### src/rtl/prefetch_queue.sv
// prefetch_queue: sequential instruction-byte prefetcher feeding the decoder through a small FIFO.
// Optional macro PFQ_BYPASS_EN presents an arriving byte combinationally when the FIFO is empty.
module prefetch_queue #(
    parameter int DEPTH   = 6,
    parameter int ADDR_W  = 20,
    parameter int LATENCY = 2
) (
    input  logic              clock,
    input  logic              reset,
    input  logic              locked,
    input  logic              bus_hold,
    input  logic              flush,
    input  logic [ADDR_W-1:0] flush_addr,
    output logic [ADDR_W-1:0] address,
    output logic              fetch,
    input  logic [7:0]        din,
    output logic [7:0]        q_data,
    output logic [ADDR_W-1:0] q_ip,
    output logic              q_valid,
    input  logic              q_take,
    output logic [3:0]        q_count
);

    localparam int PTR_W = (DEPTH > 1) ? $clog2(DEPTH) : 1;
    localparam logic [PTR_W-1:0] LAST_PTR = PTR_W'(DEPTH - 1);

    logic [ADDR_W-1:0]  fetch_ptr_q, fetch_ptr_d;
    logic [ADDR_W-1:0]  address_q, address_d;
    logic [ADDR_W-1:0]  ip_q, ip_d;
    logic               fetch_q, fetch_d;
    logic [LATENCY-1:0] tag_q, tag_d;
    logic [7:0]         mem_q [DEPTH];
    logic [PTR_W-1:0]   rd_ptr_q, rd_ptr_d;
    logic [PTR_W-1:0]   wr_ptr_q, wr_ptr_d;
    logic [3:0]         count_q, count_d;
    logic [7:0]         head_q, head_d;
    logic               valid_q, valid_d;

    logic       tag_end;
    logic       bypass_hit;
    logic       take_ok;
    logic       push;
    logic       pop;
    logic       issue;
    logic [4:0] inflight;
    logic [4:0] credit_used;
    logic [4:0] credit_limit;

    function automatic logic [PTR_W-1:0] ptr_next(input logic [PTR_W-1:0] p);
        return (p == LAST_PTR) ? '0 : p + PTR_W'(1);
    endfunction

    assign tag_end = tag_q[LATENCY-1];

`ifdef PFQ_BYPASS_EN
    assign bypass_hit = tag_end && !flush && (count_q == 4'd0);
    assign q_valid    = valid_q || bypass_hit;
    assign q_data     = bypass_hit ? din : head_q;
`else
    assign bypass_hit = 1'b0;
    assign q_valid    = valid_q;
    assign q_data     = head_q;
`endif

    assign take_ok = q_take && q_valid;
    // A bypassed byte that is taken in its arrival cycle never touches the FIFO.
    assign push    = tag_end && !(bypass_hit && q_take);
    assign pop     = q_take && valid_q;

    assign inflight     = 5'($countones(tag_q));
    assign credit_used  = {1'b0, count_q} + inflight;
    assign credit_limit = 5'(DEPTH) + {4'd0, take_ok};
    assign issue        = locked && !bus_hold && !flush && (credit_used < credit_limit);

    always_comb begin
        fetch_ptr_d = fetch_ptr_q;
        address_d   = address_q;
        fetch_d     = 1'b0;
        ip_d        = ip_q;
        tag_d       = '0;
        rd_ptr_d    = rd_ptr_q;
        wr_ptr_d    = wr_ptr_q;
        count_d     = count_q;
        head_d      = head_q;
        valid_d     = valid_q;

        if (flush) begin
            fetch_ptr_d = flush_addr;
            ip_d        = flush_addr;
            rd_ptr_d    = '0;
            wr_ptr_d    = '0;
            count_d     = 4'd0;
            head_d      = 8'h00;
            valid_d     = 1'b0;
        end else begin
            tag_d = LATENCY'({tag_q, issue});
            if (issue) begin
                fetch_d     = 1'b1;
                address_d   = fetch_ptr_q;
                fetch_ptr_d = fetch_ptr_q + ADDR_W'(1);
            end
            if (take_ok) begin
                ip_d = ip_q + ADDR_W'(1);
            end
            if (push) begin
                wr_ptr_d = ptr_next(wr_ptr_q);
            end
            if (pop) begin
                rd_ptr_d = ptr_next(rd_ptr_q);
            end
            count_d = count_q + 4'(push) - 4'(pop);
            valid_d = (count_d != 4'd0);
            // Head register holds the next byte so q_data never depends on a RAM read mux path.
            if (count_d == 4'd0) begin
                head_d = 8'h00;
            end else if ((count_q - 4'(pop)) != 4'd0) begin
                head_d = mem_q[rd_ptr_d];
            end else begin
                head_d = din;
            end
        end
    end

    always_ff @(posedge clock) begin
        if (reset) begin
            fetch_ptr_q <= '0;
            address_q   <= '0;
            fetch_q     <= 1'b0;
            ip_q        <= '0;
            tag_q       <= '0;
            rd_ptr_q    <= '0;
            wr_ptr_q    <= '0;
            count_q     <= 4'd0;
            head_q      <= 8'h00;
            valid_q     <= 1'b0;
        end else begin
            fetch_ptr_q <= fetch_ptr_d;
            address_q   <= address_d;
            fetch_q     <= fetch_d;
            ip_q        <= ip_d;
            tag_q       <= tag_d;
            rd_ptr_q    <= rd_ptr_d;
            wr_ptr_q    <= wr_ptr_d;
            count_q     <= count_d;
            head_q      <= head_d;
            valid_q     <= valid_d;
        end
    end

    always_ff @(posedge clock) begin
        if (!reset && !flush && push) begin
            mem_q[wr_ptr_q] <= din;
        end
    end

    assign address = address_q;
    assign fetch   = fetch_q;
    assign q_ip    = ip_q;
    assign q_count = count_q;

    // Issue credit accounts for every outstanding read, so a full FIFO can never receive a byte.
    no_overflow: assert property (@(posedge clock) disable iff (reset)
        !(push && !pop && !flush && (count_q == 4'(DEPTH))));

endmodule

### config.mk
export PLATFORM = sky130hd
export DESIGN_NAME = prefetch_queue
export DESIGN_NICKNAME = d
export VERILOG_FILES = /design/src/rtl/prefetch_queue.sv
export SDC_FILE = /design/constraint.sdc
export NUM_CORES = 1
export LEC_CHECK = 0
export ABC_AREA = 1
export CORE_ASPECT_RATIO = 0.75
export CORE_MARGIN = 1
export CORE_UTILIZATION = 45
export DETAILED_ROUTE_END_ITERATION = 6
export PLACE_DENSITY_LB_ADDON = 0.1
export SYNTH_ARGS = -nofsm -noshare
export SYNTH_HDL_FRONTEND = slang
export SYNTH_SLANG_ARGS = --single-unit
### constraint.sdc
create_clock -name clock -period 3.2 [get_ports clock]
set_input_delay 0.96 -clock clock [delete_from_list [all_inputs] [get_ports clock]]
set_output_delay 0.96 -clock clock [all_outputs]
set_load 0.01 [all_outputs]
==> impl_metrics.json <==
{
  "dieArea_um2": 14800,
  "async_reset_ff_frac": 0,
  "r2r_cells": 11,
  "power.density_nw_per_um2": 589,
  "finalWirelength_mm": 17.2,
  "max_cap_viol_count": 0,
  "r2r-start": "tag_q[1]",
  "endpoint_kind": "register",
  "grt_pass1_wl_mm": 28.1,
  "vias_per_cell": 5.19,
  "cts.path.max_buffers": 2,
  "seq_power_share": 0.393,
  "criticalPathCategory": "in2reg",
  "path_clk_slew_ns": 0.06,
  "rsz0062_at_grt": "no",
  "via_count": 5765,
  "maxSlewViolCount": 0,
  "final.period_utilization": 0.881,
  "dp_hpwl_mm": 12.7,
  "period_needed_ns": 2.82,
  "drive_above_1_share": 0.100,
  "switching_share": 0.296,
  "whs_path_depth": 2,
  "grt_overflow": 0,
  "grt_max_degree": 36,
  "ctsHtreeMaxLevel": 4,
  "run_status": "complete, no violations",
  "ctsResizeCount": 0,
  "dpl_cell_area_um2": 7490,
  "synthCells": 826,
  "gp_congestion": 0.923,
  "antenna_cells": 0,
  "hold_class": "reg2reg",
  "syn_avg_cell_area_um2": 7.80,
  "yosys_warnings": 0,
  "finalNetCount": 970,
  "reg2reg_setup_slack_ns": 0.75,
  "power_mw": 4.77,
  "num-fill-cells": 1215,
  "fmax_ghz": 0.355,
  "rows": 37,
  "whs_ns": 0.482,
  "setup_slack_ns": 0.381,
  "min_to": "address[14]",
  "antenna_found_initial": 0,
  "cts_tree": "done",
  "die_h_um": 106,
  "drc": 0,
  "ant_nets": 0,
  "fin_area_um2": 8090,
  "drt-pass1-iter-count": 5,
  "synth_cell_types": 42,
  "synth-seq-cells": 129,
  "startpoint_type": "input pin",
  "worst_slew_pin_slew_ns": 0.711,
  "grtUsageTotal": 0.247,
  "clkPwrFrac": 0.412,
  "post-route-util": 0.585,
  "clock_skew_ns": 0.00797,
  "timing.rr.end": "address[13]",
  "synth_ff_type": "dfxtp_1",
  "numPortBuffers": 87,
  "cts_buffers": 17,
  "final_common_cell": "nand2_1",
  "clk_latency_ns": 0.42,
  "comb_power_share": 0.195,
  "cts_setup_buffers": 0,
  "start_util": 0.465,
  "p_int_mw": 3.36,
  "cts_sinks": 129,
  "syn_to_final_growth_pct": 25.7,
  "dieWidth_um": 140,
  "synth_edf_count": 48,
  "critPathMaxFanout": 9,
  "ctsRootBufferMaster": "clkbuf_16",
  "core-area_um2": 13800,
  "pre_cts_ws_ns": -0.0413,
  "p_leak_nw": 3.22,
  "relSlewSlack": 0.525,
  "critical_path_required_ns": 3.51,
  "synthesis.nets": 873,
  "setup_viol_count_final": 0,
  "hold_violations": 0,
  "ctsHoldBuffers": 0,
  "final_cell_mix": "nand2_1 (205), nor2_1 (111), nand3_1 (88), clkdlybuf4s50_1 (87), inv_1 (83)",
  "drtIter0Drc": 482,
  "min-delay-start": "address[14]",
  "wl_per_cell_um": 15.5,
  "power.switching_mw": 1.41,
  "synth_area_um2": 6440,
  "io_pins": 88,
  "cp.arrival_ns": 3.13,
  "seq_area_frac_synth": 0.476,
  "ir_drop_mv": 0.434,
  "grt_pass1_vias": 5545
}
power groups by stage:
stage          registers, mW  logic [mW]  clock network [mW]
3_5_place_dp            1.91       0.922                   0
5_1_grt                 1.89        1.03                2.06
3_3_place_gp            1.91       0.908                   0
6_report                1.87       0.930                1.97
2_1_floorplan           1.93       0.540                   0
4_1_cts                 1.87       0.929                1.99
Yosys cell counts (7+ instances only):
cell / n / area share
a21oi_1: 46 / 0.036
a31oi_1: 7 / 0.0068
buf_4: 9 / 0.010
clkbuf_1: 7 / 0.0041
dfxtp_1: 81 / 0.25
edfxtp_1: 48 / 0.22
ha_1: 11 / 0.021
inv_1: 83 / 0.048
nand2_1: 205 / 0.12
nand2_2: 9 / 0.0087
nand3_1: 88 / 0.068
nor2_1: 111 / 0.065
o21ai_0: 39 / 0.030
xor2_1: 9 / 0.012
area by class of cell:
| class | instances | area (um^2) | area share |
|---|---|---|---|
| Inverter | 90 | 339 | 0.0419 |
| Clock buffer | 17 | 425 | 0.0526 |
| Tap cell | 175 | 219 | 0.0271 |
| Clock inverter | 15 | 176 | 0.0218 |
| Multi-Input combinational cell | 579 | 2850 | 0.352 |
| Sequential cell | 129 | 3060 | 0.378 |
| Timing Repair Buffer | 106 | 1030 | 0.127 |
logic make-up (layout without fill, tap and decap cells):
kind of cell	count (synthesis)	in the layout	share of synthesized area
AO/OA/AOI/OAI	114	114	0.101
XOR/XNOR	10	10	0.0136
adder cells (fa/ha/maj)	13	13	0.0276
buffers and inverters	118	228	0.0824
flip-flops	129	129	0.476
AND/OR/NAND/NOR	442	442	0.300
metrics by stage:
step | TNS, ns | std cells
2_1_floorplan | 0 | 826
4_1_cts | 0 | 1111
3_3_place_gp | 0 | 1079
5_1_grt | 0 | 1111
6_report | 0 | 1111
3_5_place_dp | -0.252 | 1079
worst max-delay path, stage by stage:
cell,delay (ns)
clkdlybuf4s50_1,0.50
nand2_4,0.06
inv_2,0.05
ha_1,0.21
inv_1,0.06
ha_1,0.15
inv_1,0.06
fa_1,0.49
nor2_1,0.07
nor3_2,0.25
nand2_4,0.13
nand2_1,0.09
a21oi_1,0.04
sequential cells by signal (all words and copies together) (netlist names):
signal / count
q_count: 4
q_ip: 20
q_data: 8
address: 20
tag_q: 2
wr_ptr_q: 3
fetch_ptr_q: 20
rd_ptr_q: 3
mem_q: 48
q_valid: 1
how the worst max path moves through the flow:
stage	startpoint	end	slack [ns]	cells past startpoint
floorplan	reset	mem_q[4][0]	0.50	5
global placement	q_take	q_data[3]	0.001	13
detailed placement	q_take	q_data[4]	-0.04	13
CTS	q_take	q_data[4]	0.38	13
global route	q_take	q_data[7]	0.25	13
finish	q_take	q_data[0]	0.38	13
routing by layer:
metal  up-vias  global-route usage  routed length [um]
li1       2888                   -                   -
met4         0              0.0714                 206
met1      2635               0.364                8550
met2       219               0.365                7080
met5         -                   0                   0
met3        23              0.0473                1390
Power figures use the tool's default switching activity.
